[config.mk]
export PLATFORM = sky130hd
export DESIGN_NAME = scan_start_sched_flat
export DESIGN_NICKNAME = d
export VERILOG_FILES = /design/src/rtl/scan_start_sched_if.sv /design/src/rtl/scan_start_sched.sv /design/src/flat_wrapper.sv
export SDC_FILE = /design/constraint.sdc
export NUM_CORES = 1
export LEC_CHECK = 0
export ABC_AREA = 0
export ABC_CLOCK_PERIOD_IN_PS = 4200
export CAP_MARGIN = 20
export CORE_ASPECT_RATIO = 0.8
export CORE_MARGIN = 3
export CORE_UTILIZATION = 58
export CTS_BUF_LIST = sky130_fd_sc_hd__clkbuf_4
export DETAILED_ROUTE_END_ITERATION = 12
export GPL_ROUTABILITY_DRIVEN = 0
export PLACE_DENSITY = 0.82
export SLEW_MARGIN = 40
export SYNTH_ARGS = -nofsm -noshare
export SYNTH_HDL_FRONTEND = slang
export SYNTH_SLANG_ARGS = --single-unit
[constraint.sdc]
create_clock -name dds -period 4.2 [get_ports dds]
set_clock_uncertainty 0.1 [all_clocks]
set_input_delay 0.84 -clock dds [delete_from_list [all_inputs] [get_ports dds]]
set_output_delay 0.84 -clock dds [all_outputs]
set_load 0.005 [all_outputs]
[src/rtl/scan_start_sched_if.sv]
// Handshake and control bundle between the two scan requesters, the scan engine
// and the scan-start scheduler.
interface scan_start_sched_if #(
  parameter int TO_W = 16
);
  logic            req1;
  logic            req2;
  logic            ack1;
  logic            ack2;
  logic            scan_done;
  logic [TO_W-1:0] timeout_cyc;
  logic            clr_err;
  logic [1:0]      change;
  logic            s_startin1;
  logic            s_startin2;
  logic            busy;
  logic            timeout_err;

  // Requesters / scan engine side
  modport master (
    output req1, req2, scan_done, timeout_cyc, clr_err,
    input  ack1, ack2, change, s_startin1, s_startin2, busy, timeout_err
  );

  // Scheduler side
  modport slave (
    input  req1, req2, scan_done, timeout_cyc, clr_err,
    output ack1, ack2, change, s_startin1, s_startin2, busy, timeout_err
  );
endinterface

[src/rtl/scan_start_sched.sv]
// Two-source scan-start scheduler: round-robin grant, mux settle, start pulse,
// end-of-scan wait with optional timeout, then park the mux in hold.
module scan_start_sched #(
  parameter int SETTLE  = 4,
  parameter int PULSE_W = 2,
  parameter int TO_W    = 16
) (
  input logic               dds,
  input logic               rst_n,
  scan_start_sched_if.slave bus
);

  localparam logic [2:0] S_IDLE    = 3'd0;
  localparam logic [2:0] S_SELECT  = 3'd1;
  localparam logic [2:0] S_START   = 3'd2;
  localparam logic [2:0] S_RUN     = 3'd3;
  localparam logic [2:0] S_RELEASE = 3'd4;

  localparam int CW_S = (SETTLE  > 1) ? $clog2(SETTLE)  : 1;
  localparam int CW_P = (PULSE_W > 1) ? $clog2(PULSE_W) : 1;
  localparam int CW_SP = (CW_S > CW_P) ? CW_S : CW_P;
  localparam int CW   = (TO_W > CW_SP) ? TO_W : CW_SP;

  localparam logic [1:0] CHG_SRC1 = 2'b00;
  localparam logic [1:0] CHG_SRC2 = 2'b01;
  localparam logic [1:0] CHG_HOLD = 2'b11;

  logic [2:0]    r_state;
  logic          r_sel;         // 0 = source 1, 1 = source 2
  logic          r_last_grant;
  logic [CW-1:0] r_cnt;
  logic [1:0]    r_change;
  logic          r_start1;
  logic          r_start2;
  logic          r_ack1;
  logic          r_ack2;
  logic          r_busy;
  logic          r_err;

  logic          w_any_req;
  logic          w_grant_sel;
  logic          w_sel_req;
  logic [CW-1:0] w_to_last;
  logic          w_to_hit;
  logic          w_to_fire;

  always_comb begin
    w_any_req   = bus.req1 | bus.req2;
    w_grant_sel = (bus.req1 && bus.req2) ? ~r_last_grant : ~bus.req1;
    w_sel_req   = r_sel ? bus.req2 : bus.req1;
    w_to_last   = CW'(bus.timeout_cyc) - CW'(1);
    w_to_hit    = (bus.timeout_cyc != '0) && (r_cnt == w_to_last);
    // A same-cycle scan_done takes precedence and suppresses the error.
    w_to_fire   = (r_state == S_RUN) && !bus.scan_done && w_to_hit;
  end

  always_ff @(posedge dds) begin
    if (!rst_n) begin
      r_state      <= S_IDLE;
      r_sel        <= 1'b0;
      r_last_grant <= 1'b1;
      r_cnt        <= '0;
      r_change     <= CHG_HOLD;
      r_start1     <= 1'b0;
      r_start2     <= 1'b0;
      r_ack1       <= 1'b0;
      r_ack2       <= 1'b0;
      r_busy       <= 1'b0;
      r_err        <= 1'b0;
    end else begin
      r_ack1 <= 1'b0;
      r_ack2 <= 1'b0;

      if (w_to_fire)
        r_err <= 1'b1;
      else if (bus.clr_err)
        r_err <= 1'b0;

      case (r_state)
        S_IDLE: begin
          if (w_any_req) begin
            r_sel    <= w_grant_sel;
            r_change <= w_grant_sel ? CHG_SRC2 : CHG_SRC1;
            r_cnt    <= CW'(SETTLE - 1);
            r_busy   <= 1'b1;
            r_state  <= S_SELECT;
          end
        end

        S_SELECT: begin
          if (!w_sel_req) begin
            r_change <= CHG_HOLD;
            r_state  <= S_RELEASE;
          end else if (r_cnt == '0) begin
            // Pulse, ack and grant history all registered on entry to START.
            r_cnt        <= CW'(PULSE_W - 1);
            r_start1     <= ~r_sel;
            r_start2     <= r_sel;
            r_ack1       <= ~r_sel;
            r_ack2       <= r_sel;
            r_last_grant <= r_sel;
            r_state      <= S_START;
          end else begin
            r_cnt <= r_cnt - CW'(1);
          end
        end

        S_START: begin
          if (r_cnt == '0) begin
            r_start1 <= 1'b0;
            r_start2 <= 1'b0;
            r_cnt    <= '0;
            r_state  <= S_RUN;
          end else begin
            r_cnt <= r_cnt - CW'(1);
          end
        end

        S_RUN: begin
          if (bus.scan_done || w_to_hit) begin
            r_change <= CHG_HOLD;
            r_state  <= S_RELEASE;
          end else begin
            r_cnt <= r_cnt + CW'(1);
          end
        end

        S_RELEASE: begin
          r_busy  <= 1'b0;
          r_state <= S_IDLE;
        end

        default: begin
          r_change <= CHG_HOLD;
          r_start1 <= 1'b0;
          r_start2 <= 1'b0;
          r_busy   <= 1'b0;
          r_state  <= S_IDLE;
        end
      endcase
    end
  end

  assign bus.ack1        = r_ack1;
  assign bus.ack2        = r_ack2;
  assign bus.change      = r_change;
  assign bus.s_startin1  = r_start1;
  assign bus.s_startin2  = r_start2;
  assign bus.busy        = r_busy;
  assign bus.timeout_err = r_err;

endmodule
[src/flat_wrapper.sv]
// flat-port wrapper written by rule: the top's interface ports become plain ports
module scan_start_sched_flat 
#(
  parameter int SETTLE  = 4,
  parameter int PULSE_W = 2,
  parameter int TO_W    = 16
)
  (dds, rst_n, bus_req1, bus_req2, bus_scan_done, bus_timeout_cyc, bus_clr_err, bus_ack1, bus_ack2, bus_change, bus_s_startin1, bus_s_startin2, bus_busy, bus_timeout_err);
  scan_start_sched_if #(.TO_W(TO_W)) bus_i ();
  input logic dds;
  input logic rst_n;
  input wire logic [$bits(bus_i.req1)-1:0] bus_req1;
  input wire logic [$bits(bus_i.req2)-1:0] bus_req2;
  input wire logic [$bits(bus_i.scan_done)-1:0] bus_scan_done;
  input wire logic [$bits(bus_i.timeout_cyc)-1:0] bus_timeout_cyc;
  input wire logic [$bits(bus_i.clr_err)-1:0] bus_clr_err;
  output wire logic [$bits(bus_i.ack1)-1:0] bus_ack1;
  output wire logic [$bits(bus_i.ack2)-1:0] bus_ack2;
  output wire logic [$bits(bus_i.change)-1:0] bus_change;
  output wire logic [$bits(bus_i.s_startin1)-1:0] bus_s_startin1;
  output wire logic [$bits(bus_i.s_startin2)-1:0] bus_s_startin2;
  output wire logic [$bits(bus_i.busy)-1:0] bus_busy;
  output wire logic [$bits(bus_i.timeout_err)-1:0] bus_timeout_err;
  assign bus_i.req1 = bus_req1;
  assign bus_i.req2 = bus_req2;
  assign bus_i.scan_done = bus_scan_done;
  assign bus_i.timeout_cyc = bus_timeout_cyc;
  assign bus_i.clr_err = bus_clr_err;
  assign bus_ack1 = bus_i.ack1;
  assign bus_ack2 = bus_i.ack2;
  assign bus_change = bus_i.change;
  assign bus_s_startin1 = bus_i.s_startin1;
  assign bus_s_startin2 = bus_i.s_startin2;
  assign bus_busy = bus_i.busy;
  assign bus_timeout_err = bus_i.timeout_err;
  scan_start_sched #(.SETTLE(SETTLE), .PULSE_W(PULSE_W), .TO_W(TO_W)) u_core (.dds(dds), .rst_n(rst_n), .bus(bus_i));
endmodule
==> reports/results.md, run 1 <==
| Quantity | Value | Unit |
|---|---|---|
| Most common flop cell mapped by yosys | sky130_fd_sc_hd__dfxtp_1 | - |
| Setup repair after global routing missed its margin | false | - |
| Maximum number of pins on one net before global-route repair | 33 | - |
| Floorplan Core Area | 0.00403 | mm2 |
| Share of the synthesized area in the top cell type | 22.6 | % |
| Leading cell types by total area after synthesis | sky130_fd_sc_hd__dfxtp_1, sky130_fd_sc_hd__xnor2_1, sky130_fd_sc_hd__nor2_1 | - |
| Final worst path period share | 93.8 | % |
| Wire length of the first global-routing pass | 11300 | um |
| Die Footprint | 0.00526 | mm2 |
| Via count of the first global-routing pass | 2355 | - |
| Total gr overflow | 0 | - |
| Syn avg cell area | 7.25 | um2 |
| TritonCTS clock tree | built | - |
| Seq cells post-synth | 29 | - |
| Leak Pwr | 1.04 | nW |
| Maximum fanout count along the critical path | 7 | - |
| Launch point of the worst hold path | u_core.bus.s_startin2$_SDFFE_PN0P_ | - |
| Initial antenna violation count | 0 | - |
| Area leader, netlist | sky130_fd_sc_hd__dfxtp_1 | - |
| Endpoint of the lowest-slack register-to-register path | u_core.r_cnt[3]$_SDFFE_PN0P_ | - |
| Clock Pin Slew Worst Setup and Hold Paths | 0.09 | ns |
| Total vias in the final route | 2724 | - |
| Total global routing track utilization | 26.7 | % |
| Max VDD drop | 0.293 | mV |
| Count of unresolved DRC violations after routing | 0 | - |
| Warnings from Yosys | 0 | - |
| RR Startpoint | u_core.r_cnt[8]$_SDFFE_PN0P_ | - |
| Total of buffers placed on input and output ports | 29 | - |
| Worst hold path depth | 2 | - |
| Routed length per placed instance | 16.2 | um |
| Hold buffer count at cts | 0 | - |
| DP HPWL | 5010 | um |
| Layout net count | 395 | - |
| Crit-path cells | clkdlybuf4s50_1, inv_1, ha_1, or4b_1, mux2i_1, a2111oi_0, o2111a_1, nand4_1, buf_4, o31ai_4, and3_1, o21ai_1 | - |
| Synth cell types | 67 | - |
| End of the worst hold path | u_core.bus.s_startin2$_SDFFE_PN0P_ | - |
| Final Instance Area | 0.00292 | mm2 |
| Path type of the worst setup path | in -> reg | - |
| Die outline width | 80.4 | um |
| Synth async-reset ratio | 0 | % |
| Register area | 581 | um2 |
| DP Area | 0.00287 | mm2 |
| Synth Instances | 354 | - |
| Number of iterations in the first detailed-routing pass | 6 | - |
| Worst slack, placed | -0.0431 | ns |
| Slowest CP cell | sky130_fd_sc_hd__or4b_1 | - |
| Max-Cap Viols | 0 | - |
| Avg Vias per Cell | 6.41 | - |
| Maximum number of buffers from clock root to sink | 2 | - |
| Aggregate negative setup slack | 0 | ns |
| Depth of the most critical reg-to-reg path | 8 | - |
| Data required, critical path | 4.30 | ns |
| Commonest cells after routing, fill and taps aside | sky130_fd_sc_hd__nor2_1, sky130_fd_sc_hd__nand2_1, sky130_fd_sc_hd__dfxtp_1 | - |
| Leading cell type in the layout, fill and taps excluded | sky130_fd_sc_hd__nor2_1 | - |
| Max_slew headroom | 59.1 | % |
| Arrival time at the worst endpoint | 4.03 | ns |
| Maximum cell stage delay along the critical path | 0.61 | ns |
| Worst-skew pair later-pin latency | 0.34 | ns |
| Fraction of final layout cells with drive strength greater than 1 | 8.11 | % |
| Num CTS Buffers | 5 | - |
| CTS HTree Levels | 2 | - |
| Critical path startpoint category | input pin | - |
| Initial Utilization | 63.7 | % |
| R2R Setup Slk | 1.23 | ns |
| Peak Freq | 254 | MHz |
| Number of diodes | 0 | - |
| Shortest clock period the worst path allows after layout | 3.94 | ns |
| Minimum hold slack | 0.402 | ns |
| Fin. Hold Viols | 0 | - |
| Syn-to-layout area delta | 13.7 | % |
| Total Wirelength | 6880 | um |
| Worst hold-check path type | reg -> reg | - |
| Number of DRC markers after the initial detailed-route iteration | 307 | - |
| Antenna Violating Nets Remaining | 0 | - |
| Kind of end point of the critical path | register | - |
| Critical path startpoint | bus_timeout_cyc[1] | - |
| Part of the Yosys area used for sequential elements | 22.6 | % |
| Slack of the critical path | 0.262 | ns |
| Floorplan die height | 65.5 | um |
| Result of the run | finished, final reports clean | - |
| FILL cells | 346 | - |
| Pin slew with the least headroom to its limit | 0.612 | ns |
| Power Density | 471 | mW/mm2 |
| Synthesized Nets | 380 | - |
| Buffer count from post-CTS setup fixing | 0 | - |
| Setup-violating endpoint count in the final report | 0 | - |
| Netlist area before placement | 0.00257 | mm2 |
| Number of enable flip-flop cells after synthesis | 0 | - |
| # resized after CTS | 0 | - |
| Multi-input combinational cell area | 0.00182 | mm2 |
| Buffer type at the clock tree root | sky130_fd_sc_hd__clkbuf_4 | - |
| Placement row count | 20 | - |
| Clock tree sinks | 29 | - |
| Slew Viols, Final | 0 | - |
| Ports placed on the boundary | 30 | - |
==> synth_stat cells, drive strengths merged (3+ instances only) <==
cell and instances:
o221ai 4, nor4 4, o221a 4, ha 4, a21oi 23, or4 6
o211ai 7, o21ai 25, nor2b 5, xnor2 16, nor3 13, xor2 9
or3 4, o22ai 6, clkbuf 23, nand4 4, mux2i 3, dfxtp 29
nand3 18, and3 5, nand2b 5, a21boi 3, buf 8, nor2 36
or2 5, inv 10, nand2 32
==> area by class of cell <==
class / instances / area share [%]
clock buffers: 5 / 1.29
inverters: 10 / 1.29
multi-input cells: 284 / 62.4
flip-flops and latches: 29 / 19.9
well taps: 55 / 2.36
clock inverters: 3 / 0.429
repair buffers: 39 / 12.4
==> routing by layer <==
metal	track usage, %	vias to the layer above	part of all wire, %
met4	6.75	0	1.8
met2	37.9	144	42
met1	40.7	1224	48
li1	-	1331	-
met5	0	-	0
met3	5.07	25	8.7
==> worst max path at each step <==
stage	cells after the start	to	slack [ns]
floorplan	12	u_core.r_cnt[2]$_SDFFE_PN0P_	0.84
global placement	12	u_core.bus.change[1]$_SDFFE_PN1P_	0.08
detailed placement	12	u_core.bus.change[1]$_SDFFE_PN1P_	-0.04
CTS	12	u_core.bus.change[1]$_SDFFE_PN1P_	0.29
global route	12	u_core.r_cnt[6]$_SDFFE_PN0P_	0.16
finish	12	u_core.bus.change[1]$_SDFFE_PN1P_	0.26
==> critical path, delay by kind of cell <==
family / cells / cell delay, ns
compound gates: 4 / 1.06
simple gates: 3 / 1.02
buf+inv: 3 / 0.72
fa+ha+maj: 1 / 0.21
mux: 1 / 0.18
==> power breakdown <==
part | internal [mW] | leakage, nW | total (mW) | switching (mW)
registers | 0.329 | 0.237 | 0.449 | 0.120
logic | 0.310 | 0.776 | 0.755 | 0.445
clock network | 0.0604 | 0.0300 | 0.168 | 0.107
==> cells by family (layout without fill, tap and decap cells) <==
kind of cell               Yosys count  after routing  synth area share [%]
AOI/OAI and AO/OA                  104            104                  28.9
xor gates and xnor gates            25             25                  8.53
adders and majority gates            4              4                  1.95
buffers and inverters               41             57                  6.48
DFF                                 29             29                  22.6
muxes                                4              4                  1.61
and+or+nand+nor                    147            147                  29.9
==> flip-flops by register name (all words and copies together) (netlist names) <==
register                count
u_core.bus.ack1             1
u_core.bus.ack2             1
u_core.bus.busy             1
u_core.bus.change           2
u_core.bus.s_startin1       1
u_core.bus.s_startin2       1
u_core.bus.timeout_err      1
u_core.r_cnt               16
u_core.r_last_grant         1
u_core.r_sel                1
u_core.r_state              3
==> per-stage QoR <==
step                util, %  total power, mW  std cells
global placement       71.3             1.17        417
CTS                    72.4             1.35        425
floorplan                 -            0.997        354
detailed placement     71.1             1.18        417
finish                 72.4             1.37        425
global route           72.4             1.47        425
Note: power is estimated with default switching activity, not from simulation.
==> inputs of run 2 (changes only) <==
--- a/config.mk
+++ b/config.mk
@@ -10,11 +10,11 @@
 export CAP_MARGIN = 20
 export CORE_ASPECT_RATIO = 0.8
 export CORE_MARGIN = 3
-export CORE_UTILIZATION = 58
+export CORE_UTILIZATION = 55
 export CTS_BUF_LIST = sky130_fd_sc_hd__clkbuf_4
 export DETAILED_ROUTE_END_ITERATION = 12
 export GPL_ROUTABILITY_DRIVEN = 0
-export PLACE_DENSITY = 0.82
+export PLACE_DENSITY = 0.79
 export SLEW_MARGIN = 40
 export SYNTH_ARGS = -nofsm -noshare
 export SYNTH_HDL_FRONTEND = slang
==> reports/results.md, run 2 (synthesized netlist as in run 1, its figures left out) <==
| Quantity | Value | Unit | vs previous |
|---|---|---|---|
| Avg Vias per Cell | 6.27 | - | -2.2% |
| Data required, critical path | 4.33 | ns | +0.03 ns |
| R2R Setup Slk | 1.23 | ns | about the same |
| Initial Utilization | 59.2 | % | -4.5 points |
| Slew Viols, Final | 0 | - | unchanged |
| Maximum cell stage delay along the critical path | 0.59 | ns | -0.02 ns |
| Clock tree sinks | 29 | - | unchanged |
| Peak Freq | 259 | MHz | +2.2% |
| DP HPWL | 4980 | um | -0.70% |
| Count of unresolved DRC violations after routing | 0 | - | unchanged |
| Max-Cap Viols | 0 | - | unchanged |
| Shortest clock period the worst path allows after layout | 3.85 | ns | -0.0846 ns |
| Routed length per placed instance | 15.8 | um | -2.4% |
| Worst-skew pair later-pin latency | 0.33 | ns | about the same |
| Die outline width | 82.4 | um | +2.5% |
| Floorplan die height | 67.1 | um | +2.4% |
| Total net switching power | 0.665 | mW | -1.1% |
| CP Buf/Inv Count | 3 | - | unchanged |
| Combinational group share of total power | 54.6 | % | -0.4 points |
| Launch point of the worst hold path | u_core.bus.s_startin2$_SDFFE_PN0P_ | - |  |
| Die Footprint | 0.00553 | mm2 | +5.0% |
| Largest register FFs | 16 | - | unchanged |
| Arrival time at the worst endpoint | 3.99 | ns | -0.04 ns |
| Hold buffer count at cts | 0 | - | unchanged |
| Total of buffers placed on input and output ports | 29 | - | unchanged |
| CTS HTree Levels | 2 | - | unchanged |
| Cell Int Power | 0.709 | mW | +1.3% |
| Total global routing track utilization | 25.2 | % | -1.5 points |
| Maximum fanout count along the critical path | 15 | - | +8 |
| End of the worst hold path | u_core.bus.s_startin2$_SDFFE_PN0P_ | - |  |
| Num CTS Buffers | 5 | - | unchanged |
| Antenna Violating Nets Remaining | 0 | - | unchanged |
| Total vias in the final route | 2682 | - | -1.5% |
| DP Area | 0.00288 | mm2 | +0.35% |
| RR Startpoint | u_core.r_cnt[7]$_SDFFE_PN0P_ | - |  |
| Final Instance Area | 0.00293 | mm2 | +0.51% |
| Floorplan Core Area | 0.00434 | mm2 | +7.6% |
| Leak Pwr | 1.05 | nW | +1.0% |
| Top reg by flops | u_core.r_cnt | - |  |
| Worst slack, placed | 0.0476 | ns | +0.0907 ns |
| Worst hold-check path type | reg -> reg | - |  |
| Aggregate negative setup slack | 0 | ns | unchanged |
| Fin. Hold Viols | 0 | - | unchanged |
| # resized after CTS | 0 | - | unchanged |
| Crit-path cells | clkdlybuf4s50_1, inv_1, ha_1, or4b_1, mux2i_1, a2111oi_0, o2111a_1, nand4_1, o21ai_4, buf_4, nand2_1, o211a_1 | - |  |
| Number of DRC markers after the initial detailed-route iteration | 179 | - | -42% |
| Endpoint of the lowest-slack register-to-register path | u_core.r_cnt[15]$_SDFFE_PN0P_ | - |  |
| Depth of the most critical reg-to-reg path | 8 | - | unchanged |
| Total gr overflow | 0 | - | unchanged |
| Result of the run | finished, final reports clean | - |  |
| Commonest cells after routing, fill and taps aside | sky130_fd_sc_hd__nor2_1, sky130_fd_sc_hd__nand2_1, sky130_fd_sc_hd__dfxtp_1 | - |  |
| Clock share of power | 12.8 | % | +0.6 points |
| Pin slew with the least headroom to its limit | 0.614 | ns | +0.00251 ns |
| Maximum number of pins on one net before global-route repair | 35 | - | +6.1% |
| Top Family by Delay on Critical Path | compound AO/OA/AOI/OAI gates | - |  |
| Switch share | 48.4 | % | -0.61 points |
| Total Wirelength | 6770 | um | -1.7% |
| Max VDD drop | 0.297 | mV | +1.5% |
| Number of iterations in the first detailed-routing pass | 6 | - | unchanged |
| Via count of the first global-routing pass | 2264 | - | -3.9% |
| Setup repair after global routing missed its margin | false | - |  |
| Portion of total power attributed to sequential cells | 32.6 | % | about the same |
| Ports placed on the boundary | 30 | - | unchanged |
| Number of diodes | 0 | - | unchanged |
| Initial antenna violation count | 0 | - | unchanged |
| Power Density | 469 | mW/mm2 | -0.39% |
| Path type of the worst setup path | in -> reg | - |  |
| Fraction of final layout cells with drive strength greater than 1 | 8.89 | % | +0.79 points |
| Syn-to-layout area delta | 14.2 | % |  |
| Max_slew headroom | 59.0 | % | -0.17 points |
| Kind of end point of the critical path | register | - |  |
| Wire length of the first global-routing pass | 10900 | um | -3.1% |
| Critical path startpoint category | input pin | - |  |
| Leading cell type in the layout, fill and taps excluded | sky130_fd_sc_hd__nor2_1 | - |  |
| Buffer count from post-CTS setup fixing | 0 | - | unchanged |
| TritonCTS clock tree | built | - |  |
| Maximum number of buffers from clock root to sink | 2 | - | unchanged |
| Worst hold path depth | 2 | - | unchanged |
| Placement row count | 21 | - | +5.0% |
| Final worst path period share | 91.8 | % | -2.0 points |
| Clock Pin Slew Worst Setup and Hold Paths | 0.10 | ns | about the same |
| Layout net count | 396 | - | +0.25% |
| Slack of the critical path | 0.346 | ns | +0.0846 ns |
| Buffer type at the clock tree root | sky130_fd_sc_hd__clkbuf_4 | - |  |
| Setup-violating endpoint count in the final report | 0 | - | unchanged |
| Slowest CP cell | sky130_fd_sc_hd__or4b_1 | - |  |
[run 2: cell count changes in the layout (fill, tap and decap cells not counted), sizes merged]
cell,previous run,this run
clkbuf,5,6
buf,11,12
clkinv,3,2
[run 2: worst max path at each step]
stage,start,end,slack (ns),cells after the start
4_1_cts,bus_timeout_cyc[0],u_core.r_cnt[0]$_SDFFE_PN0P_,0.39,12
6_report,bus_timeout_cyc[0],u_core.r_cnt[0]$_SDFFE_PN0P_,0.35,12
3_5_place_dp,bus_timeout_cyc[0],u_core.r_cnt[0]$_SDFFE_PN0P_,0.05,12
5_1_grt,bus_timeout_cyc[0],u_core.r_cnt[6]$_SDFFE_PN0P_,0.13,12
2_1_floorplan,bus_timeout_cyc[0],u_core.r_cnt[2]$_SDFFE_PN0P_,0.84,12
3_3_place_gp,bus_timeout_cyc[0],u_core.r_cnt[0]$_SDFFE_PN0P_,0.1,12
[run 2: cell type report]
class                           instances  area [um2]
Clock buffer                            6        45.0
Clock inverter                          2        10.0
Multi-Input combinational cell        284        1820
Timing Repair Buffer                   40         368
Sequential cell                        29         581
Inverter                               10        37.5
Fill cell                             382        1400
Tap cell                               57        71.3
[run 2: layer usage]
metal,routed length (um),GRT usage [%],vias to the layer above
met5,0,0,-
met4,91,6.64,0
met3,438,4.59,13
met2,2920,34.5,119
met1,3320,39.2,1214
li1,-,-,1336
[run 2: metrics by stage]
step                hold WS, ns  total power, mW  cells  utilization, %
floorplan                 0.372            0.997    354               -
global placement          0.384             1.17    420            66.5
CTS                       0.406             1.36    428            67.6
global route              0.429             1.48    428            67.6
detailed placement        0.388             1.18    420            66.3
finish                    0.393             1.37    428            67.6
[run 2: worst register-to-register path, cell delays in order (launching register included)]
cell	delay (ns)
sky130_fd_sc_hd__dfxtp_1	0.44
sky130_fd_sc_hd__or4_1	0.62
sky130_fd_sc_hd__nor2_1	0.16
sky130_fd_sc_hd__nand4_1	0.36
sky130_fd_sc_hd__nand2_1	0.62
sky130_fd_sc_hd__or2_1	0.21
sky130_fd_sc_hd__nor3_1	0.04
sky130_fd_sc_hd__o21ai_0	0.20
sky130_fd_sc_hd__o21ai_0	0.10
[run 2: power by group through the flow]
| stage | Clock, mW | Combinational (mW) | Sequential [mW] |
|---|---|---|---|
| 6_report | 0.176 | 0.750 | 0.449 |
| 5_1_grt | 0.190 | 0.826 | 0.461 |
| 4_1_cts | 0.177 | 0.737 | 0.445 |
| 3_5_place_dp | 0 | 0.730 | 0.450 |
| 3_3_place_gp | 0 | 0.716 | 0.451 |
| 2_1_floorplan | 0 | 0.633 | 0.364 |
==> inputs of run 3 (changes only) <==
--- a/config.mk
+++ b/config.mk
@@ -14,7 +14,7 @@
 export CTS_BUF_LIST = sky130_fd_sc_hd__clkbuf_4
 export DETAILED_ROUTE_END_ITERATION = 12
 export GPL_ROUTABILITY_DRIVEN = 0
-export PLACE_DENSITY = 0.79
+export PLACE_DENSITY_LB_ADDON = 0.15
 export SLEW_MARGIN = 40
 export SYNTH_ARGS = -nofsm -noshare
 export SYNTH_HDL_FRONTEND = slang
==> reports/results.md, run 3 (synthesized netlist as in run 1, its figures left out) <==
| Quantity | Value | Unit | vs previous |
|---|---|---|---|
| Floorplan Core Area | 0.00434 | mm2 | unchanged |
| Die Footprint | 0.00553 | mm2 | unchanged |
| Critical path startpoint category | input pin | - |  |
| Top reg by flops | u_core.r_cnt | - |  |
| Met2 demand-to-capacity share in global routing | 35.3 | % | +0.80 points |
| Portion of total power attributed to sequential cells | 32.7 | % | about the same |
| Total gr overflow | 0 | - | unchanged |
| R2R Setup Slk | 1.22 | ns | about the same |
| Result of the run | finished, final reports clean | - |  |
| Setup repair after global routing missed its margin | false | - |  |
| Commonest cells after routing, fill and taps aside | sky130_fd_sc_hd__nor2_1, sky130_fd_sc_hd__nand2_1, sky130_fd_sc_hd__dfxtp_1 | - |  |
| Syn-to-layout area delta | 14.2 | % | unchanged |
| Peak Freq | 265 | MHz | +2.3% |
| Max_slew headroom | 57.5 | % | -1.4 points |
| Leak Pwr | 1.05 | nW | unchanged |
| # resized after CTS | 0 | - | unchanged |
| Initial antenna violation count | 0 | - | unchanged |
| Max VDD drop | 0.350 | mV | +18% |
| Ports placed on the boundary | 30 | - | unchanged |
| Number of diodes | 0 | - | unchanged |
| FILL cells | 388 | - | +1.6% |
| Aggregate negative setup slack | 0 | ns | unchanged |
| Layout net count | 396 | - | unchanged |
| Max-Cap Viols | 0 | - | unchanged |
| Number of iterations in the first detailed-routing pass | 5 | - | -1 |
| Die outline width | 82.4 | um | unchanged |
| Slew Viols, Final | 0 | - | unchanged |
| Total of buffers placed on input and output ports | 29 | - | unchanged |
| Number of DRC markers after the initial detailed-route iteration | 308 | - | +72% |
| RR Startpoint | u_core.r_cnt[2]$_SDFFE_PN0P_ | - |  |
| TritonCTS clock tree | built | - |  |
| Arrival time at the worst endpoint | 3.90 | ns | -0.09 ns |
| Data required, critical path | 4.33 | ns | about the same |
| Endpoint of the lowest-slack register-to-register path | u_core.r_cnt[3]$_SDFFE_PN0P_ | - |  |
| Cell Int Power | 0.709 | mW | about the same |
| Total Wirelength | 6810 | um | +0.64% |
| Num CTS Buffers | 5 | - | unchanged |
| Shortest clock period the worst path allows after layout | 3.77 | ns | -0.0861 ns |
| Depth of the most critical reg-to-reg path | 8 | - | unchanged |
| Pin slew with the least headroom to its limit | 0.637 | ns | +0.0227 ns |
| Maximum number of buffers from clock root to sink | 2 | - | unchanged |
| Via count of the first global-routing pass | 2257 | - | -0.31% |
| Fraction of final layout cells with drive strength greater than 1 | 8.89 | % | unchanged |
| Maximum number of pins on one net before global-route repair | 39 | - | +11% |
| Largest register FFs | 16 | - | unchanged |
| Clock Pin Slew Worst Setup and Hold Paths | 0.09 | ns | about the same |
| Placement row count | 21 | - | unchanged |
| DP HPWL | 4940 | um | -0.78% |
| Global routing usage on met1 | 40.0 | % | +0.78 points |
| Initial Utilization | 59.2 | % | unchanged |
| Path type of the worst setup path | in -> reg | - |  |
| End of the worst hold path | u_core.bus.s_startin2$_SDFFE_PN0P_ | - |  |
| Number of instances in the placed design | 420 | - | unchanged |
| Total net switching power | 0.666 | mW | +0.19% |
| Clock tree sinks | 29 | - | unchanged |
| Total vias in the final route | 2725 | - | +1.6% |
| Antenna Violating Nets Remaining | 0 | - | unchanged |
| Hold buffer count at cts | 0 | - | unchanged |
| Floorplan die height | 67.1 | um | unchanged |
| Launch point of the worst hold path | u_core.bus.s_startin2$_SDFFE_PN0P_ | - |  |
| Buffer count from post-CTS setup fixing | 0 | - | unchanged |
| Worst-skew pair later-pin latency | 0.34 | ns | about the same |
| Avg Vias per Cell | 6.37 | - | +1.6% |
| Leading cell type in the layout, fill and taps excluded | sky130_fd_sc_hd__nor2_1 | - |  |
| Worst hold-check path type | reg -> reg | - |  |
| Routed length per placed instance | 15.9 | um | +0.64% |
| Switch share | 48.4 | % | about the same |
| Total global routing track utilization | 25.9 | % | +0.73 points |
| Buffer type at the clock tree root | sky130_fd_sc_hd__clkbuf_4 | - |  |
| Combinational group share of total power | 54.4 | % | -0.2 points |
| Count of unresolved DRC violations after routing | 0 | - | unchanged |
| Number of standard cells in the final layout excluding fillers | 428 | - | unchanged |
| Final worst path period share | 89.7 | % | -2.1 points |
| Power Density | 469 | mW/mm2 | about the same |
| Wire length of the first global-routing pass | 11100 | um | +1.7% |
| CTS HTree Levels | 2 | - | unchanged |
| Worst hold path depth | 2 | - | unchanged |
| Kind of end point of the critical path | register | - |  |
| Global routing usage on met3 | 4.73 | % | +0.14 points |
| Setup-violating endpoint count in the final report | 0 | - | unchanged |
| Maximum fanout count along the critical path | 15 | - | unchanged |
| Final core occ | 67.6 | % | unchanged |
| Clock share of power | 12.9 | % | about the same |
| Grt peak-use layer | met1 | - |  |
| Fin. Hold Viols | 0 | - | unchanged |
-- run 3: worst max path at each step --
stage / slack (ns) / startpoint / to / cells past startpoint
2_1_floorplan: 0.84 / bus_timeout_cyc[0] / u_core.r_cnt[2]$_SDFFE_PN0P_ / 12
3_3_place_gp: 0.14 / bus_timeout_cyc[1] / u_core.bus.change[1]$_SDFFE_PN1P_ / 12
3_5_place_dp: 0.13 / bus_timeout_cyc[0] / u_core.r_cnt[3]$_SDFFE_PN0P_ / 12
4_1_cts: 0.45 / bus_timeout_cyc[1] / u_core.r_cnt[0]$_SDFFE_PN0P_ / 12
5_1_grt: 0.17 / bus_timeout_cyc[0] / u_core.r_cnt[3]$_SDFFE_PN0P_ / 12
6_report: 0.43 / bus_timeout_cyc[1] / u_core.r_cnt[0]$_SDFFE_PN0P_ / 12
-- run 3: power groups by stage --
stage               logic [mW]  registers (mW)  clock network (mW)
floorplan                0.633           0.364                   0
global placement         0.711           0.451                   0
detailed placement       0.730           0.453                   0
CTS                      0.736           0.446               0.178
global route             0.832           0.460               0.194
finish                   0.748           0.449               0.178
-- run 3: final cells by class --
type / count / area (um2) / area share (%)
clock inverter: 2 / 10.0 / 0.341
timing repair buffer: 40 / 368 / 12.5
sequential: 29 / 581 / 19.8
multi-input combinational: 284 / 1820 / 62.1
clock buffer: 6 / 45.0 / 1.54
tap: 57 / 71.3 / 2.43
inverter: 10 / 37.5 / 1.28
-- run 3: critical path: stages --
cell and delay, ns:
sky130_fd_sc_hd__clkdlybuf4s50_1 0.43, sky130_fd_sc_hd__inv_1 0.07, sky130_fd_sc_hd__ha_1 0.15, sky130_fd_sc_hd__or4b_1 0.60, sky130_fd_sc_hd__or4b_1 0.55, sky130_fd_sc_hd__o31a_1 0.12, sky130_fd_sc_hd__o21a_1 0.15, sky130_fd_sc_hd__nand4b_4 0.19
sky130_fd_sc_hd__o21ai_4 0.37, sky130_fd_sc_hd__buf_4 0.23, sky130_fd_sc_hd__nand2_1 0.06, sky130_fd_sc_hd__o211a_1 0.14
-- run 3: per-stage QoR --
step / setup slack (ns) / cell area [um2] / hold WS (ns) / power, mW
2_1_floorplan: 0.840 / 2570 / 0.372 / 0.997
3_3_place_gp: 0.138 / 2880 / 0.370 / 1.16
3_5_place_dp: 0.134 / 2880 / 0.385 / 1.18
4_1_cts: 0.450 / 2930 / 0.399 / 1.36
5_1_grt: 0.168 / 2930 / 0.439 / 1.49
6_report: 0.432 / 2930 / 0.391 / 1.38
-- run 3: routing by layer --
layer / vias up / wire, um
met3: 16 / 517
met5: - / 0
met1: 1251 / 3280
li1: 1339 / -
met2: 119 / 2870
met4: 0 / 138
